==> config.mk <==
export PLATFORM = sky130hd
export DESIGN_NAME = sseg_scan_decoder_flat
export DESIGN_NICKNAME = d
export VERILOG_FILES = /design/src/rtl/sseg_scan_decoder_if.sv /design/src/rtl/sseg_scan_decoder.sv /design/src/flat_wrapper.sv
export SDC_FILE = /design/constraint.sdc
export NUM_CORES = 1
export LEC_CHECK = 0
export ABC_AREA = 1
export ABC_CLOCK_PERIOD_IN_PS = 2700
export BUFFER_PORTS_ARGS = -buffer_cell sky130_fd_sc_hd__buf_4
export CAP_MARGIN = 10
export CORE_UTILIZATION = 59
export CTS_CLUSTER_SIZE = 28
export DETAILED_ROUTE_END_ITERATION = 8
export PLACE_DENSITY = 0.8
export SETUP_SLACK_MARGIN = 0.2
export SLEW_MARGIN = 20
export SYNTH_ARGS = -nofsm -noshare
export SYNTH_HDL_FRONTEND = slang
export SYNTH_SLANG_ARGS = --single-unit
==> constraint.sdc <==
create_clock -name clk -period 2.7 [get_ports clk]
set_input_delay 0.27 -clock clk [delete_from_list [all_inputs] [get_ports clk]]
set_output_delay 0.27 -clock clk [all_outputs]
set_load 0.01 [all_outputs]
==> src/rtl/sseg_scan_decoder_if.sv <==
// Interface for sseg_scan_decoder: display-bus inputs plus the decoded frame outputs.
interface sseg_scan_decoder_if;
    logic [3:0]  anodes;
    logic [7:0]  cathodes;
    logic [15:0] digits_out;
    logic [3:0]  dp_out;
    logic        frame_valid;
    logic        code_err;

    modport master (
        output anodes, cathodes,
        input  digits_out, dp_out, frame_valid, code_err
    );

    modport slave (
        input  anodes, cathodes,
        output digits_out, dp_out, frame_valid, code_err
    );
endinterface

==> src/rtl/sseg_scan_decoder.sv <==
// Recovers hex digits from a multiplexed 7-segment scan bus and publishes complete 4-digit frames.
// Optional macro SSEG_DP_CAPTURE_EN enables decimal-point capture and dp-sensitive change detection.
module sseg_scan_decoder #(
    parameter int unsigned STABLE_CYCLES = 16
) (
    input logic           clk,
    input logic           reset,
    sseg_scan_decoder_if.slave bus
);
    typedef enum logic [1:0] {WAIT, SETTLE, HOLD} state_t;

    localparam logic [7:0] STABLE = 8'(STABLE_CYCLES);
`ifdef SSEG_DP_CAPTURE_EN
    localparam logic [7:0] CHG_MASK = 8'hFF;
`else
    localparam logic [7:0] CHG_MASK = 8'h7F;
`endif

    state_t      state, state_nxt;
    logic [7:0]  cnt, cnt_nxt;
    logic [3:0]  an_r, an_p;
    logic [7:0]  ca_r, ca_p;
    logic [3:0]  mask, mask_nxt;
    logic [15:0] dig_buf;
    logic [3:0]  dp_buf;
    logic [15:0] digits_q;
    logic [3:0]  dp_q;
    logic        fv_q, err_q;

    logic        one_cold;
    logic [1:0]  slot;
    logic        changed;
    logic [3:0]  nib;
    logic        dec_ok;
    logic        capture;
    logic        cap_dp;

    assign changed = (an_r != an_p) || ((ca_r & CHG_MASK) != (ca_p & CHG_MASK));

`ifdef SSEG_DP_CAPTURE_EN
    assign cap_dp = ~ca_r[7];
`else
    assign cap_dp = 1'b0;
`endif

    always_comb begin
        one_cold = 1'b1;
        slot     = '0;
        case (an_r)
            4'b1110: slot = 2'd0;
            4'b1101: slot = 2'd1;
            4'b1011: slot = 2'd2;
            4'b0111: slot = 2'd3;
            default: one_cold = 1'b0;
        endcase
    end

    always_comb begin
        nib    = '0;
        dec_ok = 1'b1;
        case (ca_r[6:0])
            7'b1000000: nib = 4'h0;
            7'b1111001: nib = 4'h1;
            7'b0100100: nib = 4'h2;
            7'b0110000: nib = 4'h3;
            7'b0011001: nib = 4'h4;
            7'b0010010: nib = 4'h5;
            7'b0000010: nib = 4'h6;
            7'b1111000: nib = 4'h7;
            7'b0000000: nib = 4'h8;
            7'b0010000: nib = 4'h9;
            7'b0100000: nib = 4'hA;
            7'b0000011: nib = 4'hB;
            7'b1000110: nib = 4'hC;
            7'b0100001: nib = 4'hD;
            7'b0000110: nib = 4'hE;
            7'b0001110: nib = 4'hF;
            default:    dec_ok = 1'b0;
        endcase
    end

    always_comb begin
        state_nxt = state;
        cnt_nxt   = cnt;
        capture   = 1'b0;
        if (!one_cold) begin
            state_nxt = WAIT;
            cnt_nxt   = '0;
        end else begin
            case (state)
                WAIT: begin
                    state_nxt = SETTLE;
                    cnt_nxt   = 8'd1;
                end
                SETTLE: begin
                    if (changed) begin
                        cnt_nxt = 8'd1;
                    end else if (cnt + 8'd1 >= STABLE) begin
                        cnt_nxt   = STABLE;
                        capture   = 1'b1;
                        state_nxt = HOLD;
                    end else begin
                        cnt_nxt = cnt + 8'd1;
                    end
                end
                HOLD: begin
                    if (changed) begin
                        state_nxt = WAIT;
                        cnt_nxt   = '0;
                    end
                end
                default: begin
                    state_nxt = WAIT;
                    cnt_nxt   = '0;
                end
            endcase
        end
    end

    // A capture on the frame-complete edge lands in the freshly cleared mask.
    always_comb begin
        mask_nxt = (mask == 4'hF) ? '0 : mask;
        if (capture && dec_ok)
            mask_nxt[slot] = 1'b1;
    end

    always_ff @(posedge clk or posedge reset) begin
        if (reset) begin
            state <= WAIT;
            cnt   <= '0;
            an_r  <= '1;
            an_p  <= '1;
            ca_r  <= '1;
            ca_p  <= '1;
        end else begin
            state <= state_nxt;
            cnt   <= cnt_nxt;
            an_r  <= bus.anodes;
            an_p  <= an_r;
            ca_r  <= bus.cathodes;
            ca_p  <= ca_r;
        end
    end

    always_ff @(posedge clk or posedge reset) begin
        if (reset) begin
            mask     <= '0;
            dig_buf  <= '0;
            dp_buf   <= '0;
            digits_q <= '0;
            dp_q     <= '0;
            fv_q     <= 1'b0;
            err_q    <= 1'b0;
        end else begin
            mask  <= mask_nxt;
            fv_q  <= (mask == 4'hF);
            err_q <= capture && !dec_ok;
            if (mask == 4'hF) begin
                digits_q <= dig_buf;
                dp_q     <= dp_buf;
            end
            if (capture && dec_ok) begin
                dig_buf[{slot, 2'b00} +: 4] <= nib;
                dp_buf[slot]                <= cap_dp;
            end
        end
    end

    assign bus.digits_out  = digits_q;
    assign bus.dp_out      = dp_q;
    assign bus.frame_valid = fv_q;
    assign bus.code_err    = err_q;
endmodule

==> src/flat_wrapper.sv <==
// flat-port wrapper written by rule: the top's interface ports become plain ports
module sseg_scan_decoder_flat 
#(
    parameter int unsigned STABLE_CYCLES = 16
)
  (clk, reset, bus_anodes, bus_cathodes, bus_digits_out, bus_dp_out, bus_frame_valid, bus_code_err);
  sseg_scan_decoder_if bus_i ();
  input logic clk;
  input logic reset;
  input wire logic [$bits(bus_i.anodes)-1:0] bus_anodes;
  input wire logic [$bits(bus_i.cathodes)-1:0] bus_cathodes;
  output wire logic [$bits(bus_i.digits_out)-1:0] bus_digits_out;
  output wire logic [$bits(bus_i.dp_out)-1:0] bus_dp_out;
  output wire logic [$bits(bus_i.frame_valid)-1:0] bus_frame_valid;
  output wire logic [$bits(bus_i.code_err)-1:0] bus_code_err;
  assign bus_i.anodes = bus_anodes;
  assign bus_i.cathodes = bus_cathodes;
  assign bus_digits_out = bus_i.digits_out;
  assign bus_dp_out = bus_i.dp_out;
  assign bus_frame_valid = bus_i.frame_valid;
  assign bus_code_err = bus_i.code_err;
  sseg_scan_decoder #(.STABLE_CYCLES(STABLE_CYCLES)) u_core (.clk(clk), .reset(reset), .bus(bus_i));
endmodule
==> reports/summary.txt <==
full die area: 6502 sq um
endpoints failing setup: 0
H-tree levels: 3
Final nets: 473
via/cell ratio: 5.100
synth-to-layout area growth: 15.26%
worst reg2reg path depth: 9
Longest Clk Path Bufs: 2
vias in the first global route: 2,610
EDFF count, synth: 0
worst min-delay path category: in -> reg
worst r2r dst: u_core.dig_buf[0]$_DFFE_PP0P_
core area: 5956 sq um
Final Critical Period: 2230 ps
Mapped Cells: 407
TritonRoute pass-1 iters: 4
WS Path Type: reg -> reg
max_cap viols: 0
Post-Syn Nets: 429
CP max FO: 6
Max Clock Skew: 8.160 ps
setup repair bufs after CTS: 0
share of cells above drive strength 1: 0.2352
DR vias: 2,703
ys flop type: dfrtp_1
Chip Height: 80.64 um
Initial Utilization: 0.6126
Worst Path Required: 2980 ps
Worst R2R Setup Slack: 470 ps
largest net degree at the start of global routing: 32
commonest non-fill, non-tap cell in the layout: nand2_1
slew at the pin with the worst max-slew slack: 493.4 ps
reg2reg start: u_core.an_r[3]$_DFF_PP1_
initial antenna violation count: 0
CTS tree: yes
worst-skew pair later-pin latency: 350 ps
Final Instance Area: 4205 sq um
Clk pin slew, worst setup/hold paths: 70 ps
Pins Over Slew Limit: 0
Yosys reg bits: 78
first-pass GRT wire length: 11,200 um
ANT cells: 0
Total Routing Usage GR: 0.2323
Critical Path Source: u_core.an_r[3]$_DFF_PP1_
startpoint types: flop
Post-synth ARST share: 1.000
CTS buffer count: 9
Sink Count: 78
status: finished, final reports clean
PwrDens: 540.5 nW/um^2
drt initial violations: 156
DRT Wirelength: 6379 um
critical path arrival: 2510 ps
# rows: 28
register area share after synthesis: 0.5425
CP endpoint: u_core.dig_buf[0]$_DFFE_PP0P_
Post-DP Area: 3984 sq um
final global-route overflow total: 0
RePlAce Congestion: 0.8592
hold depth: 1
PostCTS Resize Cnt: 0
final hold violations: 0
Worst setup EP type: flop
slowest library cell on the worst path: dfstp_2
Crit path largest cell delay: 580 ps
final cycle utilization of the critical path: 0.8258
peak supply drop: 0.3671 mV
IO buf count: 34
syn avg cell area: 8.964 sq um
Max Fclk: 448.5 MHz
unrepaired setup endpoints after global routing: no
Slew HR: 0.6706
most frequent cells in the layout: nand2_1 (136), dfrtp_1 (56), nor2_1 (52)
wire per inst: 12.04 um
Warnings, synthesis: 0
Setup TNS Final: 0 ps
DRC errors left: 0
post-route ant nets: 0
Final HPWL DP: 4654 um
Yosys cell types: 28
leakage: 2.315 nW
Die Wd: 80.64 um
CTS root buf: clkbuf_8
I/O Pins: 36
netlist area before placement: 3648 sq um
crit-path cells: nand2_1, nor3_1, nor2_1, ha_1, inv_1, nand3_1, a21oi_1, nand3_1, nand2_1
cell type report:
type                            instances  area [sq um]
Tap cell                               75         93.84
Clock buffer                           10         137.6
Sequential cell                        78          1979
Fill cell                             475          1750
Inverter                               43         161.4
Timing Repair Buffer                   38         287.8
Multi-Input combinational cell        281          1471
Clock inverter                          5         73.82
state kept, by name, indices dropped and copies added (netlist names):
| name | cells |
|---|---|
| u_core.bus.digits_out | 16 |
| u_core.dig_buf | 16 |
| u_core.cnt | 8 |
| u_core.ca_p | 7 |
| u_core.ca_r | 7 |
| u_core.an_p | 4 |
| u_core.an_r | 4 |
| u_core.bus.dp_out | 4 |
| u_core.dp_buf | 4 |
| u_core.mask | 4 |
| u_core.state | 2 |
| u_core.bus.code_err | 1 |
| u_core.bus.frame_valid | 1 |
how the worst min path moves through the flow:
stage	from	end	slack, ps
3_5_place_dp	reset	u_core.bus.digits_out[9]$_DFFE_PP0P_	340
3_3_place_gp	reset	u_core.bus.digits_out[10]$_DFFE_PP0P_	320
2_1_floorplan	bus_anodes[0]	u_core.an_r[0]$_DFF_PP1_	270
5_1_grt	bus_anodes[3]	u_core.an_r[3]$_DFF_PP1_	6
6_report	bus_cathodes[5]	u_core.ca_r[5]$_DFF_PP1_	30
4_1_cts	bus_anodes[3]	u_core.an_r[3]$_DFF_PP1_	10
metal layers:
layer | vias up | track usage | part of all wire
li1 | 1361 | - | -
met1 | 1271 | 0.2768 | 0.45
met2 | 60 | 0.3856 | 0.49
met3 | 11 | 0.07273 | 0.038
met4 | 0 | 0.1000 | 0.020
met5 | - | 0 | 0
per-stage QoR:
step | instances | util | hold slack [ps] | total power [W] | setup WS, ps
6_report | 530 | 0.7061 | 31.14 | 0.002273 | 470.3
5_1_grt | 530 | 0.7061 | 6.483 | 0.002365 | 264.6
4_1_cts | 530 | 0.7061 | 11.67 | 0.002302 | 514.6
2_1_floorplan | 407 | - | 274.5 | 0.001330 | 471.4
3_3_place_gp | 514 | 0.6689 | 317.2 | 0.001366 | 607.5
3_5_place_dp | 514 | 0.6689 | 342.9 | 0.001372 | 527.1
power breakdown:
part           switching, W  internal (W)
Combinational     0.0000888     0.0000427
Clock              0.000388      0.000534
Sequential        0.0000183       0.00120
repair_timing:
item,CTS,global route
endpoints found under the setup margin,0,0
hold buffers,1,0
endpoints found under the hold margin,22,0
cell usage after synthesis, drive strengths merged (4+ instances only):
library cell	number	share of area
nand2	137	0.14
nor2	58	0.072
dfrtp	56	0.38
inv	43	0.044
nand3	29	0.043
dfstp	22	0.16
mux2	20	0.062
o21ai	9	0.012
ha	8	0.027
xor2	5	0.012
a21boi	4	0.0093
a21oi	4	0.0055
buf	4	0.0089
nor3	4	0.0055
worst max-delay path, delay by kind of cell, from the launching register on:
kind,cells,cell delay (ps)
and+or+nand+nor,6,830
buffers and inverters,1,160
adders and majority gates,1,400
DFF,1,580
AOI/OAI and AO/OA,1,200
kinds of logic after synthesis:
kind of cell,share of synthesized area
AOI/OAI and AO/OA,0.02881
xor gates and xnor gates,0.01200
adders and majority gates,0.02744
buffers and inverters,0.05418
DFF,0.5425
muxes,0.06173
and+or+nand+nor,0.2733
Note: power is estimated with default switching activity, not from simulation.
